===== src/rtl/router_pkt_src.sv =====
`default_nettype none
// ============================================================================
// router_pkt_src : buffers one command + payload, then drives a contiguous
//                  header/payload/parity packet into router_top.
// Rev 1.0
// ============================================================================
module router_pkt_src #(
  parameter int LEN_W   = 6,
  parameter int GAP_CYC = 2,
  parameter int CNT_W   = 16
) (
  input  logic             clk,
  input  logic             reset,
  input  logic             cmd_valid,
  output logic             cmd_ready,
  input  logic [1:0]       cmd_addr,
  input  logic [LEN_W-1:0] cmd_len,
  output logic             cmd_err,
  input  logic [7:0]       pl_data,
  input  logic             pl_valid,
  output logic             pl_ready,
  input  logic             busy,
  output logic             packet_valid,
  output logic [7:0]       pkt_data,
  output logic             done,
  output logic [CNT_W-1:0] pkt_cnt
);

  localparam int DEPTH = (1 << LEN_W) - 1;
  localparam int GAP_W = (GAP_CYC > 1) ? $clog2(GAP_CYC) : 1;

  typedef enum logic [2:0] {
    S_IDLE = 3'd0,
    S_LOAD = 3'd1,
    S_HDR  = 3'd2,
    S_PLD  = 3'd3,
    S_PAR  = 3'd4,
    S_GAP  = 3'd5
  } state_t;

  state_t           state_q, state_d;
  logic [1:0]       addr_q, addr_d;
  logic [LEN_W-1:0] len_q, len_d;
  logic [LEN_W-1:0] wr_q, wr_d;
  logic [LEN_W-1:0] rd_q, rd_d;
  logic [7:0]       parity_q, parity_d;
  logic             packet_valid_q, packet_valid_d;
  logic [7:0]       pkt_data_q, pkt_data_d;
  logic             done_q, done_d;
  logic             cmd_err_q, cmd_err_d;
  logic [CNT_W-1:0] pkt_cnt_q, pkt_cnt_d;
  logic [GAP_W-1:0] gap_q, gap_d;

  logic [7:0]       buf_q [0:DEPTH-1];
  logic             buf_we;
  logic [7:0]       hdr_cmd;
  logic [7:0]       hdr_lat;
  logic [LEN_W-1:0] wr_nxt;
  logic [LEN_W-1:0] rd_nxt;

  // Header is {len, addr}; sized for LEN_W=6 so it fills exactly one byte.
  assign hdr_cmd = 8'({cmd_len, cmd_addr});
  assign hdr_lat = 8'({len_q, addr_q});
  assign wr_nxt  = wr_q + 1'b1;
  assign rd_nxt  = rd_q + 1'b1;

  assign cmd_ready    = (state_q == S_IDLE);
  assign pl_ready     = (state_q == S_LOAD);
  assign packet_valid = packet_valid_q;
  assign pkt_data     = pkt_data_q;
  assign done         = done_q;
  assign cmd_err      = cmd_err_q;
  assign pkt_cnt      = pkt_cnt_q;

  always_comb begin
    state_d        = state_q;
    addr_d         = addr_q;
    len_d          = len_q;
    wr_d           = wr_q;
    rd_d           = rd_q;
    parity_d       = parity_q;
    packet_valid_d = packet_valid_q;
    pkt_data_d     = pkt_data_q;
    done_d         = 1'b0;
    cmd_err_d      = 1'b0;
    pkt_cnt_d      = pkt_cnt_q;
    gap_d          = gap_q;
    buf_we         = 1'b0;

    case (state_q)
      S_IDLE: begin
        if (cmd_valid) begin
          if (cmd_addr == 2'd3 || cmd_len == '0) begin
            cmd_err_d = 1'b1;
          end else begin
            addr_d   = cmd_addr;
            len_d    = cmd_len;
            parity_d = hdr_cmd;
            wr_d     = '0;
            rd_d     = '0;
            state_d  = S_LOAD;
          end
        end
      end
      S_LOAD: begin
        if (pl_valid) begin
          buf_we   = 1'b1;
          parity_d = parity_q ^ pl_data;
          wr_d     = wr_nxt;
          // Only start emitting once the whole payload is buffered, so
          // upstream gaps can never break packet_valid contiguity.
          if (wr_nxt == len_q) begin
            packet_valid_d = 1'b1;
            pkt_data_d     = hdr_lat;
            state_d        = S_HDR;
          end
        end
      end
      S_HDR: begin
        if (!busy) begin
          pkt_data_d = buf_q[0];
          state_d    = S_PLD;
        end
      end
      S_PLD: begin
        if (!busy) begin
          if (rd_nxt != len_q) begin
            pkt_data_d = buf_q[rd_nxt];
            rd_d       = rd_nxt;
          end else begin
            packet_valid_d = 1'b0;
            pkt_data_d     = parity_q;
            state_d        = S_PAR;
          end
        end
      end
      S_PAR: begin
        if (!busy) begin
          done_d     = 1'b1;
          pkt_cnt_d  = pkt_cnt_q + 1'b1;
          pkt_data_d = 8'h00;
          gap_d      = '0;
          state_d    = (GAP_CYC == 0) ? S_IDLE : S_GAP;
        end
      end
      S_GAP: begin
        if (gap_q == GAP_W'(GAP_CYC - 1)) begin
          gap_d   = '0;
          state_d = S_IDLE;
        end else begin
          gap_d = gap_q + 1'b1;
        end
      end
      default: state_d = S_IDLE;
    endcase
  end

  always_ff @(posedge clk or posedge reset) begin
    if (reset) begin
      state_q        <= S_IDLE;
      addr_q         <= '0;
      len_q          <= '0;
      wr_q           <= '0;
      rd_q           <= '0;
      parity_q       <= '0;
      packet_valid_q <= 1'b0;
      pkt_data_q     <= '0;
      done_q         <= 1'b0;
      cmd_err_q      <= 1'b0;
      pkt_cnt_q      <= '0;
      gap_q          <= '0;
    end else begin
      state_q        <= state_d;
      addr_q         <= addr_d;
      len_q          <= len_d;
      wr_q           <= wr_d;
      rd_q           <= rd_d;
      parity_q       <= parity_d;
      packet_valid_q <= packet_valid_d;
      pkt_data_q     <= pkt_data_d;
      done_q         <= done_d;
      cmd_err_q      <= cmd_err_d;
      pkt_cnt_q      <= pkt_cnt_d;
      gap_q          <= gap_d;
    end
  end

  // Payload storage carries no reset; contents are only read after a full load.
  always_ff @(posedge clk) begin
    if (buf_we) begin
      buf_q[wr_q] <= pl_data;
    end
  end

endmodule
`default_nettype wire


===== config.mk =====
export PLATFORM = sky130hd
export DESIGN_NAME = router_pkt_src
export DESIGN_NICKNAME = d
export VERILOG_FILES = /design/src/rtl/router_pkt_src.sv
export SDC_FILE = /design/constraint.sdc
export NUM_CORES = 1
export LEC_CHECK = 0
export ABC_AREA = 0
export BUFFER_PORTS_ARGS = -buffer_cell sky130_fd_sc_hd__buf_2
export CORE_ASPECT_RATIO = 1.5
export CORE_MARGIN = 1.5
export CORE_UTILIZATION = 38
export CTS_CLUSTER_DIAMETER = 50
export DETAILED_ROUTE_END_ITERATION = 8
export GPL_TIMING_DRIVEN = 0
export MAX_ROUTING_LAYER = met4
export RECOVER_POWER = 100
export SETUP_SLACK_MARGIN = 0.2
export SYNTH_ARGS = -nofsm -noshare
export SYNTH_HDL_FRONTEND = slang
export SYNTH_SLANG_ARGS = --single-unit

===== constraint.sdc =====
create_clock -name clk -period 7.7 [get_ports clk]
set_clock_uncertainty 0.2 [all_clocks]
set_input_delay 1.925 -clock clk [delete_from_list [all_inputs] [get_ports clk]]
set_output_delay 1.925 -clock clk [all_outputs]
set_load 0.05 [all_outputs]

# Yosys cells after proc, flatten, opt, wreduce, memory -nomap -nowiden

Memory sizes are Yosys's and may differ from the RTL's.
Cells that the tools add are included.

$add $sub $neg: 4
$mul: 0
Divide/modulo/power cells: 0
$lt $le $gt $ge: 0
Eq/ne operators: 18
Shifts and indexed selects: 0
Mux-type cells: 45
Bitwise gates (word level): 3
Reduce and logical (&&, ||, !) cells: 16

Operator list:

| cell                    | number |
|---|---|
| $mux W8                 | 9 |
| $pmux W8 S4             | 1 |
| $mux W6                 | 5 |
| $mux W3                 | 9 |
| $pmux W6 S2             | 2 |
| $ne A2 B2 Y1 const B    | 9 |
| $pmux W3 S6             | 1 |
| $add A16 B1 Y16 const B | 1 |
| $pmux W8 S2             | 1 |
| $mux W1                 | 15 |
| $add A6 B1 Y6 const B   | 2 |
| $reduce_and A5 Y1       | 2 |
| $reduce_and A9 Y1       | 1 |
| $reduce_bool A2 Y1      | 4 |
| $xor A8 B8 Y8           | 1 |
| $eq A3 B2 Y1 const B    | 2 |
| $eq A3 B3 Y1 const B    | 2 |
| $eq A6 B6 Y1            | 1 |
| $logic_not A6 Y1        | 1 |
| $ne A6 B6 Y1            | 1 |
| $reduce_and A6 Y1       | 1 |
| $pmux W1 S2             | 2 |
| $reduce_and A2 Y1       | 2 |
| $reduce_and A4 Y1       | 1 |
| other kinds (9)         | 10 |

Register bits: 59
Bits in latches: 0
Memory bits (writable): 504
Memory bits (read-only): 0
Output and inout port bits: 29
Logic and storage cells: 99
Memories: 1

Memory list:

| name  | words | width | rd ports | clocked after memory_dff | wr ports | line | RTL |
|---|---|---|---|---|---|---|---|
| buf_q | 63    | 8     | 2        | 0                        | 1        | 54   | `logic [7:0] buf_q [0:DEPTH-1];` |

# Logic depth before layout (Yosys ltp)

Word-level depth: 5
Gate-level depth with buffers: 12

# Worst setup path before layout

OpenSTA, ideal clock, no wires.

Path kind: input to register
Start: input busy
End: register pkt_cnt_q[15] (netlist: pkt_cnt[15])
Setup time: 0.140 ns
Data arrival time: 3.673 ns
Required time: 7.360 ns
Setup slack: 3.687 ns
Stages on the path: 7
Buffers on the path: 1
Path through: clkbuf_1 > nor4b_2 > nand2_1 > nor2_1 > nand2_1 > or4_1 > xnor2_1

Longest elaborated chain between the ends: 2

Ends and longest elaborated chain:

| what                        | line | RTL |
|---|---|---|
| start: declaration          | 22   | `input logic busy,` |
| $not A1 Y1 (no line)        | -    |  |
| $reduce_and A2 Y1 (no line) | -    |  |
| end signal: assignment      | 183  | `pkt_cnt_q <= pkt_cnt_d;` |
| end: declaration            | 51   | `logic [CNT_W-1:0] pkt_cnt_q, pkt_cnt_d;` |

Every way passes these cells.
A chain may end at the register's enable or synchronous reset.

# Final worst setup path

Start: register rd_q[1]
End: register pkt_data_q[1] (netlist: pkt_data[1])

Longest elaborated chain between the ends: 5
Elaborated cells on any way between the ends: 6

Ends and longest elaborated chain:

| what                                                  | line | RTL |
|---|---|---|
| start: declaration                                    | 45   | `logic [LEN_W-1:0] rd_q, rd_d;` |
| start signal: assignment                              | 177  | `rd_q <= rd_d;` |
| $add A6 B1 Y6 *                                       | 65   | `assign rd_nxt = rd_q + 1'b1;` |
| $mem_v2 Z63 W8 / $ne A6 B6 Y1 (equally long branches) | -    |  |
| $mux W8 *                                             | 127  | `if (rd_nxt != len_q) begin` |
| $mux W8 *                                             | 126  | `if (!busy) begin` |
| $pmux W8 S4 *                                         | 90   | `case (state_q)` |
| end signal: assignment                                | 180  | `pkt_data_q <= pkt_data_d;` |
| end: declaration                                      | 48   | `logic [7:0] pkt_data_q, pkt_data_d;` |

Every way passes the cells marked *; elsewhere a longest branch is shown, timed or not. The select of a mux whose other input is x is not followed.

==> flow_summary_export.csv <==
group,metric,value,unit
yosys,syn_avg_cell_area,17.6,µm²
timing,hold_violations,0,
timing,whs,273,ps
clock_network,cts_resized,0,
timing,worst_pin_slew,3200,ps
min_path,hold_end,"pkt_cnt[15]$_DFFE_PP0P_",
placed_design,port_buffers,48,
global_routing,grt_pass1_wl,85.1,mm
floorplanning,die_h,305,µm
yosys,ys_ff_latch,563,
outcome,violations,"max-capacitance violations, max-slew violations",
global_routing,grt_pass1_vias,12700,
setup_path,reg2reg_setup_slack,2150,ps
setup_path,critPathArrivalTime,5820,ps
route,post_drt_wl_per_cell,25.7,µm
setup_path,cp.required,7960,ps
clock_network,numCtsBuffers,49,
outcome,status,"finished, violations left",
timing,rsz0062_at_grt,"no",
yosys,netlist_instances,1313,
yosys,synth_top_area_share,0.657,
yosys,post-synth-top-count-cell,"edfxtp_1",
floorplanning,fp.coreArea,60000,µm²
clock_network,post_cts_buffers,0,
min_path,hp-class,"register to register",
setup_path,endpoint_kind,"register",
clock_network,path_clk_slew,70,ps
route,vias,12300,
placed_design,gp_congestion,0.945,
timing,period_needed,5550,ps
job,maxCapViolCount,10,
route,route.detailed.drc,0,
min_path,hold_depth,1,
clock_network,root_buffer,"clkbuf_16",
floorplanning,row_count,110,
power_and_ir_drop,irDropWorstVdd,0.000160,V
setup_path,worstReg2RegStart,"rd_q[1]$_DFFE_PP0P_",
timing,tns,0,ps
floorplanning,dieArea,62200,µm²
yosys,synth_warnings,0,
yosys,yosys.area.top_type,"edfxtp_1",
route,finalWirelength,57.4,mm
cells_and_area,final_util,0.431,
cells_and_area,register_area,16600,µm²
setup_path,r2r-end,"pkt_data[1]$_DFFE_PP0P_",
yosys,netlist_area,23000,µm²
setup_path,reg2reg_depth,10,
cells_and_area,multiInputGateArea,5990,µm²
yosys,synth-seq-area-share,0.721,
yosys,synth_flop_cell,"edfxtp_1",
timing,maxSlewViolCount,578,
placed_design,dpl.hpwl,38.4,mm
clock_network,hold_buffers,0,
power_and_ir_drop,totalPowerFinal,9.23,mW
timing,period_share,0.721,
setup_path,crit_fanout,10,
floorplanning,ioPinCount,50,
yosys,syn-num-nets,1337,
clock_network,clk_latency,570,ps
yosys,synth.area.top_cells,"edfxtp_1 66%, mux4_2 12%, dfrtp_1 6.4%",
timing,max-slew-margin-rel,-1.13,
yosys,synth_edf_count,504,
power_and_ir_drop,power.density,357,nW/µm²
route,drtIter0Drc,1406,
clock_network,h-tree-depth,2,
yosys,async_flop_share,0.105,
floorplanning,initial_core_util,0.384,
global_routing,gr-total-overflow,0,
route,vias_per_cell,5.52,
min_path,min_from,"pkt_cnt[15]$_DFFE_PP0P_",
cells_and_area,nets,1437,
timing,setup_violations,0,
route,final_antenna_net_count,0,
cells_and_area,drive_gt1_frac,0.182,
yosys,synth.distinct_cells,56,
global_routing,grt_antenna_before_repair,1,
power_and_ir_drop,p_leak,8.20,nW
clock_network,cts_tree,"yes",
timing,fmax,180,MHz
yosys,ys_top_cells_by_count,"504 x edfxtp_1, 122 x mux4_2, 108 x nand2_1, 104 x nor2_1, 59 x dfrtp_1",
clock_network,clock-sinks,563,
floorplanning,die_x,204,µm
global_routing,grt_usage,0.192,
clock_network,clk_path_buf_depth,3,
route,firstDrtPassIters,5,
global_routing,grt_start_max_net_pins,66,
setup_path,path_class,"register to register",
cells_and_area,fill_cells,5345,
setup_path,crit_path_start_kind,"register",
cells_and_area,syn_to_final_growth,12.2,%
## final cells by class
cell class,count,share of cell area
clock buffer,57,0.0514
sequential,563,0.642
multi-input combinational,663,0.232
tap,784,0.0379
antenna,1,0.0000968
timing repair buffer,49,0.00755
inverter,16,0.00232
buffer,71,0.0139
clock inverter,32,0.0124
## cell usage in the layout, fill, tap and decap left out, types with 4 or more instances in the layout
| master | synthesis | routed |
|---|---|---|
| buf_6 | 4 | 4 |
| nand2b_1 | 16 | 16 |
| nor3_1 | 6 | 6 |
| clkbuf_1 | 28 | 77 |
| o211ai_1 | 10 | 10 |
| nand3b_1 | 4 | 4 |
| xnor2_1 | 23 | 23 |
| a221oi_1 | 15 | 15 |
| clkbuf_16 | 0 | 51 |
| nand4_1 | 12 | 12 |
| nand2_1 | 108 | 108 |
| a32o_1 | 6 | 6 |
| xor2_1 | 12 | 12 |
| and3_1 | 4 | 4 |
| buf_2 | 22 | 30 |
| xnor2_2 | 4 | 4 |
| a21oi_1 | 23 | 23 |
| nand3_1 | 30 | 30 |
| buf_4 | 14 | 10 |
| o21ai_0 | 43 | 43 |
| inv_1 | 16 | 16 |
| a211oi_1 | 8 | 8 |
| edfxtp_1 | 504 | 504 |
| a311oi_1 | 6 | 6 |
| mux2i_1 | 22 | 22 |
| mux2_2 | 9 | 9 |
| dfrtp_1 | 59 | 59 |
| a32oi_1 | 14 | 14 |
| and2_1 | 11 | 9 |
| clkinv_2 | 0 | 10 |
| o2111ai_1 | 6 | 6 |
| bufinv_16 | 0 | 6 |
| clkinv_1 | 0 | 11 |
| or2_0 | 0 | 6 |
| nor2_1 | 104 | 104 |
| mux4_2 | 122 | 122 |
## per-stage QoR
stage,area (µm²),setup slack (ps),instances
global route,25900,2000,2236
detailed placement,24300,3080,2146
global placement,24300,3040,2145
floorplan,23000,3690,1313
finish,25900,2150,2236
CTS,25900,2770,2235
## routing by layer
layer,vias up,track usage,wire length [µm]
li1,5410,-,-
met1,6427,0.229,22200
met2,411,0.335,30400
met3,98,0.0170,2500
met4,0,0.0705,2180
met5,-,-,0
## state kept, by name, summed over array words and instances, names as in the netlist, 3 cells and up
| name | count |
|---|---|
| buf_q | 504 |
| len_q | 6 |
| parity_q | 8 |
| pkt_cnt | 16 |
| pkt_data | 8 |
| rd_q | 6 |
| state_q | 3 |
| wr_q | 6 |
## worst max-delay path, cell delays in order, from the launching register on
cell       delay, ps
dfrtp_1          460
ha_1             410
clkbuf_1         660
clkbuf_1         670
clkbuf_1         700
clkbuf_1         660
mux4_2           350
mux2i_1           90
a32oi_1          510
o2111ai_1        350
a221oi_1         360
## worst max-delay path by stage
stage                           start                       to  slack [ps]  cells after the start
2_1_floorplan                    busy  pkt_cnt[15]$_DFFE_PP0P_        3690                      7
3_3_place_gp                     busy  pkt_cnt[15]$_DFFE_PP0P_        3040                      7
3_5_place_dp                     busy  pkt_cnt[15]$_DFFE_PP0P_        3080                      7
4_1_cts        state_q[1]$_DFFE_PP0P_                 pl_ready        2770                      5
5_1_grt           rd_q[1]$_DFFE_PP0P_  pkt_data[2]$_DFFE_PP0P_        2000                     10
6_report          rd_q[1]$_DFFE_PP0P_  pkt_data[1]$_DFFE_PP0P_        2150                     10
## where the power goes
part | total (mW) | leakage (nW) | switching [mW] | internal [mW]
clock network | 2.54 | 0.815 | 1.10 | 1.44
logic | 3.15 | 2.12 | 1.91 | 1.24
registers | 3.54 | 5.27 | 0.105 | 3.44
## cells by family (layout without fill, tap and decap cells)
logic type                 after synthesis  count (layout)  synth area share
AOI/OAI and AO/OA                      145             145            0.0430
xor gates and xnor gates                41              41            0.0179
adders and majority gates                3               3           0.00163
buffers and inverters                   87             225            0.0189
DFF                                    563             563             0.721
muxes                                  153             153             0.133
other                                    0               1                 0
and+or+nand+nor                        321             321            0.0647
Note: power is estimated with default switching activity, not from simulation.
